==> config.mk <==
export PLATFORM = sky130hd
export DESIGN_NAME = red_pitaya_sort_delay
export DESIGN_NICKNAME = d
export VERILOG_FILES = /design/src/rtl/red_pitaya_sort_delay.sv
export SDC_FILE = /design/constraint.sdc
export NUM_CORES = 1
export LEC_CHECK = 0
export BUFFER_PORTS_ARGS = -buffer_cell sky130_fd_sc_hd__buf_2
export CORE_ASPECT_RATIO = 0.7
export CORE_UTILIZATION = 25
export CTS_CLUSTER_SIZE = 12
export DETAILED_ROUTE_END_ITERATION = 6
export SYNTH_ARGS = -nofsm -noshare
export SYNTH_HDL_FRONTEND = slang
export SYNTH_SLANG_ARGS = --single-unit
==> constraint.sdc <==
create_clock -name adc_clk_i -period 6.2 [get_ports adc_clk_i]
set_input_delay 1.24 -clock adc_clk_i [delete_from_list [all_inputs] [get_ports adc_clk_i]]
set_output_delay 1.24 -clock adc_clk_i [all_outputs]
set_load 0.01 [all_outputs]
==> src/rtl/red_pitaya_sort_delay.sv <==
// Sort-delay scheduler: timestamps detector sort edges, queues them, then fires the ASG trigger
// and the HV gate after a programmable delay. Optional edge holdoff: define SORT_DELAY_HOLDOFF_EN.
module red_pitaya_sort_delay #(
   parameter int TW    = 32,
   parameter int QLOG2 = 3
) (
   input  logic        adc_clk_i,
   input  logic        adc_rstn_i,
   input  logic        sort_trig_i,
   output logic        asg_trig_o,
   output logic        sort_gate_o,
   output logic        queue_busy_o,
   input  logic [31:0] sys_addr,
   input  logic [31:0] sys_wdata,
   input  logic [3:0]  sys_sel,
   input  logic        sys_wen,
   input  logic        sys_ren,
   output logic [31:0] sys_rdata,
   output logic        sys_err,
   output logic        sys_ack
);

   localparam int             DEPTH    = 1 << QLOG2;
   localparam logic [TW-1:0]  CNT_MAX  = {TW{1'b1}};
   localparam logic [QLOG2:0] LVL_FULL = (QLOG2+1)'(DEPTH);

   function automatic logic [TW-1:0] sat_inc(input logic [TW-1:0] v);
      return (v == CNT_MAX) ? v : v + TW'(1);
   endfunction

   logic [TW-1:0]    r_ts, r_delay, r_width, r_wcnt;
   logic [TW-1:0]    r_issued_cnt, r_dropped_cnt, r_merged_cnt;
   logic [TW-1:0]    r_queue [DEPTH];
   logic [QLOG2-1:0] r_wptr, r_rptr;
   logic [QLOG2:0]   r_level;
   logic             r_enable, r_trig, r_trig_d, r_gate, r_asg, r_ack;
   logic [31:0]      r_rdata;

   logic [19:0]      w_addr;
   logic             w_wr_delay, w_wr_width, w_wr_ctrl, w_flush, w_clr;
   logic [TW-1:0]    w_d, w_w, w_head, w_diff;
   logic             w_due, w_pop, w_full, w_req, w_take, w_push, w_drop, w_merge, w_hold_rej;
   logic [31:0]      w_rdata;
   logic             w_unused;

   assign w_addr     = sys_addr[19:0];
   assign w_wr_delay = sys_wen && (w_addr == 20'h00000);
   assign w_wr_width = sys_wen && (w_addr == 20'h00004);
   assign w_wr_ctrl  = sys_wen && (w_addr == 20'h00008);
   assign w_flush    = w_wr_ctrl && sys_wdata[1];
   assign w_clr      = w_wr_ctrl && sys_wdata[2];

   assign w_d    = (r_delay < TW'(2)) ? TW'(2) : r_delay;
   assign w_w    = (r_width == TW'(0)) ? TW'(1) : r_width;
   assign w_head = r_queue[r_rptr];
   // Decide one cycle early so the registered outputs rise exactly when ts reaches the due time.
   assign w_diff = r_ts + TW'(1) - w_head;
   assign w_due  = (|r_level) && !w_diff[TW-1];
   assign w_pop  = w_due && !w_flush;
   assign w_full = (r_level == LVL_FULL);

   assign w_req   = r_trig && !r_trig_d && r_enable && !w_flush;
   assign w_take  = w_req && !w_hold_rej;
   assign w_push  = w_take && (!w_full || w_pop);
   assign w_drop  = w_take && w_full && !w_pop;
   assign w_merge = w_pop && r_gate;

   assign asg_trig_o   = r_asg;
   assign sort_gate_o  = r_gate;
   assign queue_busy_o = |r_level;
   assign sys_rdata    = r_rdata;
   assign sys_ack      = r_ack;
   assign sys_err      = 1'b0;
   assign w_unused     = ^{sys_sel, sys_addr[31:20], sys_wdata, w_diff};

`ifdef SORT_DELAY_HOLDOFF_EN
   logic [TW-1:0] r_holdoff, r_holdoff_cnt, r_last;
   logic          r_last_vld;
   logic          w_wr_holdoff;

   assign w_wr_holdoff = sys_wen && (w_addr == 20'h0001C);
   assign w_hold_rej   = (r_holdoff != TW'(0)) && r_last_vld && ((r_ts - r_last) < r_holdoff);

   always_ff @(posedge adc_clk_i or negedge adc_rstn_i) begin
      if (!adc_rstn_i) begin
         r_holdoff     <= TW'(0);
         r_holdoff_cnt <= TW'(0);
         r_last        <= TW'(0);
         r_last_vld    <= 1'b0;
      end else begin
         if (w_wr_holdoff)
            r_holdoff <= TW'(sys_wdata);
         if (w_take) begin
            r_last     <= r_ts;
            r_last_vld <= 1'b1;
         end
         if (w_clr)
            r_holdoff_cnt <= TW'(0);
         else if (w_req && w_hold_rej)
            r_holdoff_cnt <= sat_inc(r_holdoff_cnt);
      end
   end
`else
   assign w_hold_rej = 1'b0;
`endif

   always_ff @(posedge adc_clk_i) begin
      if (w_push)
         r_queue[r_wptr] <= r_ts + w_d;
   end

   always_ff @(posedge adc_clk_i or negedge adc_rstn_i) begin
      if (!adc_rstn_i) begin
         r_ts          <= TW'(0);
         r_delay       <= TW'(1000);
         r_width       <= TW'(100);
         r_enable      <= 1'b1;
         r_trig        <= 1'b0;
         r_trig_d      <= 1'b0;
         r_wcnt        <= TW'(0);
         r_gate        <= 1'b0;
         r_asg         <= 1'b0;
         r_wptr        <= QLOG2'(0);
         r_rptr        <= QLOG2'(0);
         r_level       <= (QLOG2+1)'(0);
         r_issued_cnt  <= TW'(0);
         r_dropped_cnt <= TW'(0);
         r_merged_cnt  <= TW'(0);
      end else begin
         r_ts     <= r_ts + TW'(1);
         r_trig   <= sort_trig_i;
         r_trig_d <= r_trig;
         if (w_wr_delay) r_delay  <= TW'(sys_wdata);
         if (w_wr_width) r_width  <= TW'(sys_wdata);
         if (w_wr_ctrl)  r_enable <= sys_wdata[0];

         // A pop during an active gate reloads the width, so the gate is extended rather than re-pulsed.
         if (w_flush) begin
            r_wcnt <= TW'(0);
            r_gate <= 1'b0;
            r_asg  <= 1'b0;
         end else if (w_pop) begin
            r_wcnt <= w_w;
            r_gate <= 1'b1;
            r_asg  <= 1'b1;
         end else begin
            r_asg <= 1'b0;
            if (r_wcnt != TW'(0)) begin
               r_wcnt <= r_wcnt - TW'(1);
               r_gate <= (r_wcnt > TW'(1));
            end else begin
               r_gate <= 1'b0;
            end
         end

         if (w_flush) begin
            r_wptr  <= QLOG2'(0);
            r_rptr  <= QLOG2'(0);
            r_level <= (QLOG2+1)'(0);
         end else begin
            if (w_push) r_wptr <= r_wptr + QLOG2'(1);
            if (w_pop)  r_rptr <= r_rptr + QLOG2'(1);
            case ({w_push, w_pop})
               2'b10:   r_level <= r_level + (QLOG2+1)'(1);
               2'b01:   r_level <= r_level - (QLOG2+1)'(1);
               default: r_level <= r_level;
            endcase
         end

         if (w_clr) begin
            r_issued_cnt  <= TW'(0);
            r_dropped_cnt <= TW'(0);
            r_merged_cnt  <= TW'(0);
         end else begin
            if (w_pop)   r_issued_cnt  <= sat_inc(r_issued_cnt);
            if (w_drop)  r_dropped_cnt <= sat_inc(r_dropped_cnt);
            if (w_merge) r_merged_cnt  <= sat_inc(r_merged_cnt);
         end
      end
   end

   always_comb begin
      w_rdata = 32'd0;
      case (w_addr)
         20'h00000: w_rdata = 32'(r_delay);
         20'h00004: w_rdata = 32'(r_width);
         20'h00008: w_rdata = {31'd0, r_enable};
         20'h0000C: w_rdata = 32'(r_issued_cnt);
         20'h00010: w_rdata = 32'(r_dropped_cnt);
         20'h00014: w_rdata = 32'(r_merged_cnt);
         20'h00018: begin
            w_rdata[QLOG2:0] = r_level;
            w_rdata[16]      = r_gate;
         end
`ifdef SORT_DELAY_HOLDOFF_EN
         20'h0001C: w_rdata = 32'(r_holdoff);
         20'h00020: w_rdata = 32'(r_holdoff_cnt);
`endif
         default:   w_rdata = 32'd0;
      endcase
   end

   always_ff @(posedge adc_clk_i or negedge adc_rstn_i) begin
      if (!adc_rstn_i) begin
         r_ack   <= 1'b0;
         r_rdata <= 32'd0;
      end else begin
         r_ack   <= sys_wen | sys_ren;
         r_rdata <= w_rdata;
      end
   end

endmodule

# Word level (Yosys, flattened, before mapping)
# Memory sizes are Yosys's and may differ from the RTL's.
# Cells that the tools add are included.
dict set report word_totals {
  output_inout_bits 37
  ramBits 256
  ff_bits 272
  elab_cells 112
  memories 1
  in_bits 73
}
# name depth width read_ports rd_clocked_by_memory_dff write_ports line
set mem_list {}
lappend mem_list {r_queue 8 32 1 0 1 33} ;# logic [TW-1:0] r_queue [DEPTH];
dict set report op_classes {
  reduce_logical 34
  n_lt_le_gt_ge 2
  add_sub_neg 11
  muxes 31
  bitwise_logic 1
  eq_ne 15
}
# operator count
set op_table {}
lappend op_table {{32-bit two-way mux} 14}
lappend op_table {{32-bit by 1-bit adder with 32-bit output, second input constant} 4}
lappend op_table {{32-bit == test, second input constant} 3}
lappend op_table {{15-bit one-hot mux with 5 select lines} 1}
lappend op_table {{20-bit by 5-bit == test with 1-bit output, second input constant} 3}
lappend op_table {{12-bit one-hot mux with 5 select lines} 1}
lappend op_table {{20-bit by 4-bit == test with 1-bit output, second input constant} 2}
lappend op_table {{32-bit adder} 1}
lappend op_table {{32-bit by 1-bit > comparator with 1-bit output, second input constant} 1}
lappend op_table {{32-bit zero test} 1}
lappend op_table {{32-bit by 2-bit < comparator with 1-bit output, second input constant} 1}
lappend op_table {{32-bit nonzero test} 1}
lappend op_table {{32-bit by 1-bit subtractor with 32-bit output, second input constant} 1}
lappend op_table {{32-bit subtractor} 1}
lappend op_table {{4-bit one-hot mux with 7 select lines} 1}
lappend op_table {{20-bit by 3-bit == test with 1-bit output, second input constant} 1}
lappend op_table {{20-bit zero test} 1}
lappend op_table {{1-bit logical AND} 14}
lappend op_table {{3-bit two-way mux} 4}
lappend op_table {{2-bit nonzero test} 5}
lappend op_table {{4-bit one-hot mux with 2 select lines} 1}
lappend op_table {{1-bit two-way mux} 7}
lappend op_table {{3-bit by 1-bit adder with 3-bit output, second input constant} 2}
lappend op_table {{2-bit != test, second input constant} 3}
lappend op_table {{13 further kinds} 20}

# Depth between registers and ports, before layout
# Gate-level depths: netlist of run 1.
dict set report depth {
  word_depth 10
  ltp_mapped 26
}

# Worst setup path before layout of run 1
# No wires, ideal clock.
dict set report synth_timing {
  path_kind {reg-to-reg}
  start {register r_rptr[0]}
  end {memory r_queue[1][0], enable pin}
  t_arrival_ns 6.091
  setup_slack_ns -0.352
  path_buffers 3
  stages_incl_launch_ff 16
  t_required_ns 5.739
  setup_ns 0.461
  path_cell_list {dfrtp_1 > buf_2 > buf_1 > mux4_2 > mux2i_1 > ha_1 > a21oi_1 > o21ai_0 > a221oi_1 > o211ai_1 > a211o_1 > buf_4 > xor2_2 > o21ai_1 > or3b_1 > nor3_1}
}
dict set report synth_between {
  elab_chain_cells 9
}
# item line
set synth_lines {}
lappend synth_lines {{from (decl)} 34} ;# logic [QLOG2-1:0] r_wptr, r_rptr;
lappend synth_lines {{from (signal assigned)} 162} ;# if (w_pop) r_rptr <= r_rptr + QLOG2'(1);
lappend synth_lines {{memory 8 x 32 bit} -}
lappend synth_lines {{32-bit subtractor} 57} ;# assign w_diff = r_ts + TW'(1) - w_head;
lappend synth_lines {{1-bit zero test} 58} ;# assign w_due = (|r_level) && !w_diff[TW-1];
lappend synth_lines {{1-bit logical AND} 58}
lappend synth_lines {{1-bit logical AND} 59} ;# assign w_pop = w_due && !w_flush;
lappend synth_lines {{1-bit logical OR} 64} ;# assign w_push = w_take && (!w_full || w_pop);
lappend synth_lines {{1-bit logical AND} 64}
lappend synth_lines {{1-bit two-way mux} 108} ;# if (w_push)
lappend synth_lines {{1-bit two-way mux (implied by the code)} 109} ;# r_queue[r_wptr] <= r_ts + w_d;
lappend synth_lines {{to (decl)} 33}
# No other way between the ends.

# Final worst setup path of run 1
dict set report layout_timing {
  start {register r_ts[1]}
  end {memory r_queue[1][26], enable pin}
}
dict set report layout_between {
  elab_chain_cells 9
}
# item line
set layout_lines {}
lappend layout_lines {{from (decl)} 31} ;# logic [TW-1:0] r_ts, r_delay, r_width, r_wcnt;
lappend layout_lines {{from (signal assigned)} 130} ;# r_ts <= r_ts + TW'(1);
lappend layout_lines {{32-bit by 1-bit adder with 32-bit output} 57}
lappend layout_lines {{32-bit subtractor} 57}
lappend layout_lines {{1-bit zero test} 58}
lappend layout_lines {{1-bit logical AND} 58}
lappend layout_lines {{1-bit logical AND} 59}
lappend layout_lines {{1-bit logical OR} 64}
lappend layout_lines {{1-bit logical AND} 64}
lappend layout_lines {{1-bit two-way mux} 108}
lappend layout_lines {{1-bit two-way mux (implied by the code)} 109}
# No other way between the ends.

==> qor.yml, run 1 <==
timing:
  relSlewSlack_pct: 26.6
  setup_viol: 0
  maxSlewViolCount: 0
  finalClockSkew_ns: 0.0361
  hold_viol: 0
  max_freq_mhz: 180
  worstMarginPinSlew_ns: 1.10
  period_share_pct: 89.6
  rsz0062_at_grt: "no"
  min_period_ns: 5.55
  tns_ns: 0
routing:
  drt_pass1_iterations: 5
  ant_nets: 0
  via_count: 17155
  drc_errors: 0
  drtIter0Drc: 1534
  wire_per_inst_um: 19.4
  viasPerCell: 4.81
  wirelength_mm: 69.1
floorplanning:
  dieArea_um2: 104000
  ios: 110
  die_w_um: 386
  core_area_um2: 102000
  rows: 98
  fp.dieH_um: 271
  start_util_pct: 25.2
worst_hold_path:
  hp-class: "reg2reg"
global_route:
  grt_usage_pct: 13.1
  grt-ovfl-total: 0
  grt_pass1_wl_mm: 106
  antenna_found_initial: 23
  grt_max_degree: 117
  grt_pass1_vias: 16761
worst_setup_path:
  worst_setup_path_end_kind: "flop"
  worstPathRequired_ns: 6.51
  arrival_ns: 5.86
  start_kind: "flop"
  worstPathMaxFanout: 32
  setup.worst_path.class: "reg2reg"
cts:
  clk_pin_slew_ns: 0.06
  htreeDepth: 2
  cts_resized: 0
  cts_tree: "done"
  cts_buffers: 54
  postCtsHoldBufs: 0
  clk_path_buf_depth: 3
  clock_latency_ns: 0.63
  cts_setup_buffers: 0
  clock_tree.root_cell: "clkbuf_16"
  cts.sinks: 528
placed_design:
  dp_hpwl_mm: 47.7
  io_buffers: 92
  dp.cells: 3455
  gp_congestion: 0.852
cells_and_area:
  postLayoutCoreUtil_pct: 29.2
  n_fill_cell: 10353
  nets: 2307
  regArea_um2: 14500
  drive_gt1_share_pct: 17.3
  final_cells: 3568
  multi_input_area_um2: 10800
  area_delta_synth_final_pct: 15.8
run:
  maxCapViolations: 0
logic_synthesis:
  synth_cell_type_count: 65
  async_reset_ff_share_pct: 51.5
  avgSynthCellArea_um2: 12.3
  synth-seq-cells: 528
  ys_seq_area_share_pct: 56.2
  synthesis.nets: 2243
  netlist_area_um2: 25800
  syn_inst: 2097
  ys_warn_count: 0
  synth_edf_count: 256
  synthFlopType: "dfrtp_1"
power_and_ir_drop:
  ir_worst_vdd_v: 0.000247
  power_density_nw_per_um2: 320
  leakage_nw: 11.7
outcome:
  status: "finished clean"
==> per-layer routing <==
layer / part of all wire, % / global-route usage [%]
met1: 48 / 20.2
met2: 42 / 18.3
met3: 8.8 / 2.97
met4: 1.9 / 3.12
met5: 0.084 / 0
==> area by class of cell <==
class	instances	share of cell area (%)
inverters	32	0.402
clock inverters	10	0.515
well taps	1350	5.66
diodes	11	0.0922
multi-input cells	1408	36.1
clock buffers	92	5.45
flip-flops and latches	528	48.6
repair buffers	137	3.21
==> where the power goes <==
part | switching (mW) | internal, mW
clock | 1.40 | 1.87
sequential | 0.325 | 3.81
combinational | 1.13 | 1.03
total | 2.85 | 6.71
==> synth_stat cells (7+ instances only) <==
library cell / number / share of area, %
mux4_2: 65 / 5.7
xnor2_1: 122 / 4.1
a21oi_1: 108 / 2.1
a21o_1: 25 / 0.73
ha_1: 71 / 3.4
a31oi_1: 10 / 0.24
nor3_1: 60 / 1.2
nand3_1: 77 / 1.5
nor2_1: 188 / 2.7
mux2_2: 67 / 2.9
and4_1: 16 / 0.54
dfstp_2: 10 / 1.0
nor4_1: 46 / 1.1
or3_1: 21 / 0.51
xor2_1: 41 / 1.4
or4_1: 12 / 0.35
and2_1: 12 / 0.29
nand2_1: 106 / 1.5
o22ai_1: 31 / 0.75
dfrtp_1: 262 / 25
nand4_1: 40 / 0.97
edfxtp_1: 256 / 30
inv_1: 32 / 0.47
and3_1: 29 / 0.70
clkbuf_1: 103 / 1.5
mux2i_1: 101 / 3.9
buf_2: 7 / 0.14
a211oi_1: 34 / 0.99
nand2b_1: 11 / 0.27
o21ai_0: 28 / 0.54
buf_1: 17 / 0.25
==> flip-flops by register name, summed over array words and instances, names as in the netlist, 4 cells and up <==
name and flops:
r_queue 256, r_delay 32, r_dropped_cnt 32, r_issued_cnt 32, r_merged_cnt 32, r_ts 32, r_wcnt 32, r_width 32
sys_rdata 32, r_level 4
==> through the flow <==
step	total power [mW]	hold slack (ns)	instance area, um^2	setup slack [ns]
2_1_floorplan	5.71	0.354	25800	0.505
3_3_place_gp	6.32	0.414	28000	0.760
3_5_place_dp	6.37	0.406	28000	0.772
4_1_cts	9.67	0.419	29800	0.743
5_1_grt	10.0	0.415	29800	0.245
6_report	9.56	0.403	29900	0.648
==> critical path: stages (launching register included) <==
cell	delay, ns
dfrtp_1	0.46
ha_1	0.26
and3_1	0.24
nor2b_1	0.35
nand2_1	0.19
nor3_1	0.50
nand3_1	0.17
xnor2_1	0.17
ha_1	0.31
nand3_1	0.09
nor2_1	0.23
o21ai_0	0.13
a31oi_1	0.19
a211o_1	0.14
buf_4	0.23
xor2_4	0.28
o21ai_1	0.18
or3b_1	0.58
nor3_4	0.21
buf_12	0.27
==> cells in the final DEF, fill, tap and decap left out, types with 56 or more instances in the layout <==
master and instances:
edfxtp_1 256, mux2_2 67, dfrtp_1 259, nor3_1 57, ha_1 71, nand3_1 77, xnor2_1 122, clkbuf_16 56
nand2_1 106, mux4_2 65, a21oi_1 108, mux2i_1 99, nor2_1 181, buf_2 91
==> kinds of logic after synthesis <==
| logic type | count (synthesis) | synth area share [%] |
|---|---|---|
| xor gates and xnor gates | 165 | 5.66 |
| muxes | 234 | 12.6 |
| DFF | 528 | 56.2 |
| buffers and inverters | 161 | 2.41 |
| adders and majority gates | 73 | 3.60 |
| other | 1 | 0.0145 |
| AOI/OAI and AO/OA | 290 | 7.02 |
| and+or+nand+nor | 645 | 12.5 |
==> final timing paths <==
path	startpoint	depth (start not counted)	end	slack (ns)
max	r_ts[1]$_DFF_PN0_	19	r_queue[1][26]$_DFFE_PP_	0.65
max in group asynchronous	adc_rstn_i	2	r_wcnt[31]$_DFFE_PN0P_	4.33
min	r_trig$_DFF_PN0_	0	r_trig_d$_DFF_PN0_	0.40
max reg2reg	r_ts[1]$_DFF_PN0_	19	r_queue[1][26]$_DFFE_PP_	0.65
min in group asynchronous	adc_rstn_i	1	r_trig$_DFF_PN0_	0.68
min reg2reg	r_trig$_DFF_PN0_	0	r_trig_d$_DFF_PN0_	0.40
(Power assumes the default switching activity.)
==> run 2: changes to the inputs <==
--- a/config.mk
+++ b/config.mk
@@ -5,6 +5,7 @@
 export SDC_FILE = /design/constraint.sdc
 export NUM_CORES = 1
 export LEC_CHECK = 0
+export ABC_AREA = 1
 export BUFFER_PORTS_ARGS = -buffer_cell sky130_fd_sc_hd__buf_2
 export CORE_ASPECT_RATIO = 0.7
 export CORE_UTILIZATION = 25
==> constraint.sdc (replaced) <==
create_clock -name adc_clk_i -period 6.2 [get_ports adc_clk_i]
set_input_delay 1.24 -clock adc_clk_i [delete_from_list [all_inputs] [get_ports adc_clk_i]]
set_output_delay 1.24 -clock adc_clk_i [all_outputs]
set_load 0.1 [all_outputs]
==> qor.yml, run 2 <==
outcome:
  status: "finished, violations left"
  violations: "DRC"
timing:
  tns_ns: 0
  period_share_pct: 88.2
  setup_viol: 0
  maxSlewViolCount: 0
  hold_ws_ns: 0.456
  hold_viol: 0
  max_freq_mhz: 183
  worstMarginPinSlew_ns: 1.08
  rsz0062_at_grt: "no"
  min_period_ns: 5.47
  finalClockSkew_ns: 0.0268
  relSlewSlack_pct: 28.2
power_and_ir_drop:
  total_power_mw: 11.1
  power_density_nw_per_um2: 359
  ir_worst_vdd_v: 0.000328
  leakage_nw: 12.5
cells_and_area:
  nets: 3170
  final_common_cell: "nand2_1"
  mostFrequentLayoutCells: "nand2_1 (555), nor2_1 (376), o21ai_0 (293)"
  area_delta_synth_final_pct: 13.8
  regArea_um2: 14500
  top_register: "r_queue"
  n_fill_cell: 11260
  final_cells: 4499
  largest_reg_flops: 256
  drive_gt1_share_pct: 9.38
  multi_input_area_um2: 11100
cts:
  cts_setup_buffers: 0
  clk_pin_slew_ns: 0.06
  clock_tree.root_cell: "clkbuf_16"
  htreeDepth: 2
  clock_latency_ns: 0.63
  postCtsHoldBufs: 0
  cts.sinks: 528
  cts_resized: 0
  cts_tree: "done"
  clk_path_buf_depth: 3
  cts_buffers: 55
routing:
  drtIter0Drc: 2442
  drt_pass1_iterations: 7
  wire_per_inst_um: 18.5
  wirelength_mm: 83.4
  ant_nets: 0
  drc_errors: 12
  viasPerCell: 4.78
  via_count: 21505
global_route:
  grt-ovfl-total: 0
  grt_usage_pct: 14.8
  grt_pass1_vias: 19902
  grt_max_degree: 131
  antenna_found_initial: 7
  grt_pass1_wl_mm: 126
logic_synthesis:
  ys_warn_count: 0
  async_reset_ff_share_pct: 51.5
  synth_commonest_cells: "nand2_1 (557), nor2_1 (386), o21ai_0 (293)"
  synthFlopType: "dfrtp_1"
  syn_inst: 2998
  ys_seq_area_share_pct: 53.2
  synth_most_common_cell: "nand2_1"
  yosys-top-cells-area: "edfxtp_1 (28%), dfrtp_1 (24%), nand2_1 (7.7%), o21ai_0 (5.4%), nor2_1 (5.3%)"
  synth-seq-cells: 528
  yosysTopAreaCell: "edfxtp_1"
  netlist_area_um2: 27300
  synth_edf_count: 256
  avgSynthCellArea_um2: 9.10
  synth_top_area_share_pct: 28.2
  synthesis.nets: 3144
  synth_cell_type_count: 61
worst_setup_path:
  start_kind: "flop"
  cpPeakStageDelay_ns: 0.42
  worstPathMaxFanout: 28
  arrival_ns: 5.78
  crit_slowest_cell: "dfrtp_1"
  r2r_cells: 25
  setup.worst_path.class: "reg2reg"
  path_delay_family: "simple AND/OR/NAND/NOR gates"
  crit_cells: 25
  worst_setup_path_end_kind: "flop"
  cp_common_cell: "nand2_1"
  cp_num_buf_inv: 4
  worstPathRequired_ns: 6.52
floorplanning:
  start_util_pct: 25.4
  die_w_um: 397
  fp.dieH_um: 278
  ios: 110
  rows: 100
  dieArea_um2: 110000
  core_area_um2: 107000
worst_hold_path:
  hp-class: "reg2reg"
  hold_depth: 0
run:
  maxCapViolations: 0
placed_design:
  gp_congestion: 0.948
  dp.cells: 4395
  io_buffers: 92
  dp_hpwl_mm: 59.1
==> run 2: cell count changes in the layout (fill, tap and decap cells not counted), sizes merged, moves of 68 or more <==
cell   before  now
o21ai      31  355
inv        32  258
mux2i     101    0
xnor2     123   43
nor2      188  394
mux2       68    0
xor2       42  125
nand2     106  567
==> run 2: area by class of cell <==
class | count | area share (%)
sequential | 528 | 46.8
clock inverter | 17 | 0.641
antenna | 1 | 0.00806
tap | 1428 | 5.76
clock buffer | 86 | 5.17
timing repair buffer | 120 | 2.64
inverter | 259 | 3.14
multi-input combinational | 2060 | 35.9
==> run 2: power by group <==
group	leakage [nW]	internal, mW	total (mW)	switching (mW)
combinational	5.50	1.06	3.39	2.33
clock	0.881	1.91	3.37	1.46
sequential	6.14	4.02	4.39	0.379
==> run 2: cells by family after synthesis <==
logic type	count (synthesis)	synth area share, %
buf+inv	410	6.25
xor+xnor	168	5.39
other cells	1	0.0137
simple gates	1243	19.7
compound gates	575	12.1
fa+ha+maj	73	3.40
flops	528	53.2
==> run 2: final timing paths <==
path                       slack, ns                 endpoint               from
max in group asynchronous       4.30       r_ts[20]$_DFF_PN0_         adc_rstn_i
hold / removal                  0.46       r_trig_d$_DFF_PN0_   r_trig$_DFF_PN0_
setup / recovery                0.73  r_queue[1][1]$_DFFE_PP_  r_ts[0]$_DFF_PN0_
setup reg to reg                0.73  r_queue[1][1]$_DFFE_PP_  r_ts[0]$_DFF_PN0_
hold reg to reg                 0.46       r_trig_d$_DFF_PN0_   r_trig$_DFF_PN0_
min in group asynchronous       0.67         r_trig$_DFF_PN0_         adc_rstn_i
==> run 2: metrics by stage <==
step           util, %  worst slack, ns  cell area [um^2]
3_5_place_dp      27.3            0.772             29200
4_1_cts           28.9            0.752             31000
3_3_place_gp      27.3            0.787             29200
5_1_grt           28.9            0.301             31000
2_1_floorplan        -            0.878             27300
6_report          28.9            0.733             31000
==> run 2: metal layers <==
metal | part of all wire, % | global-route usage (%)
met1 | 50 | 23.4
met2 | 38 | 19.4
met3 | 9.9 | 4.20
met4 | 1.7 | 2.88
met5 | 0.068 | 0
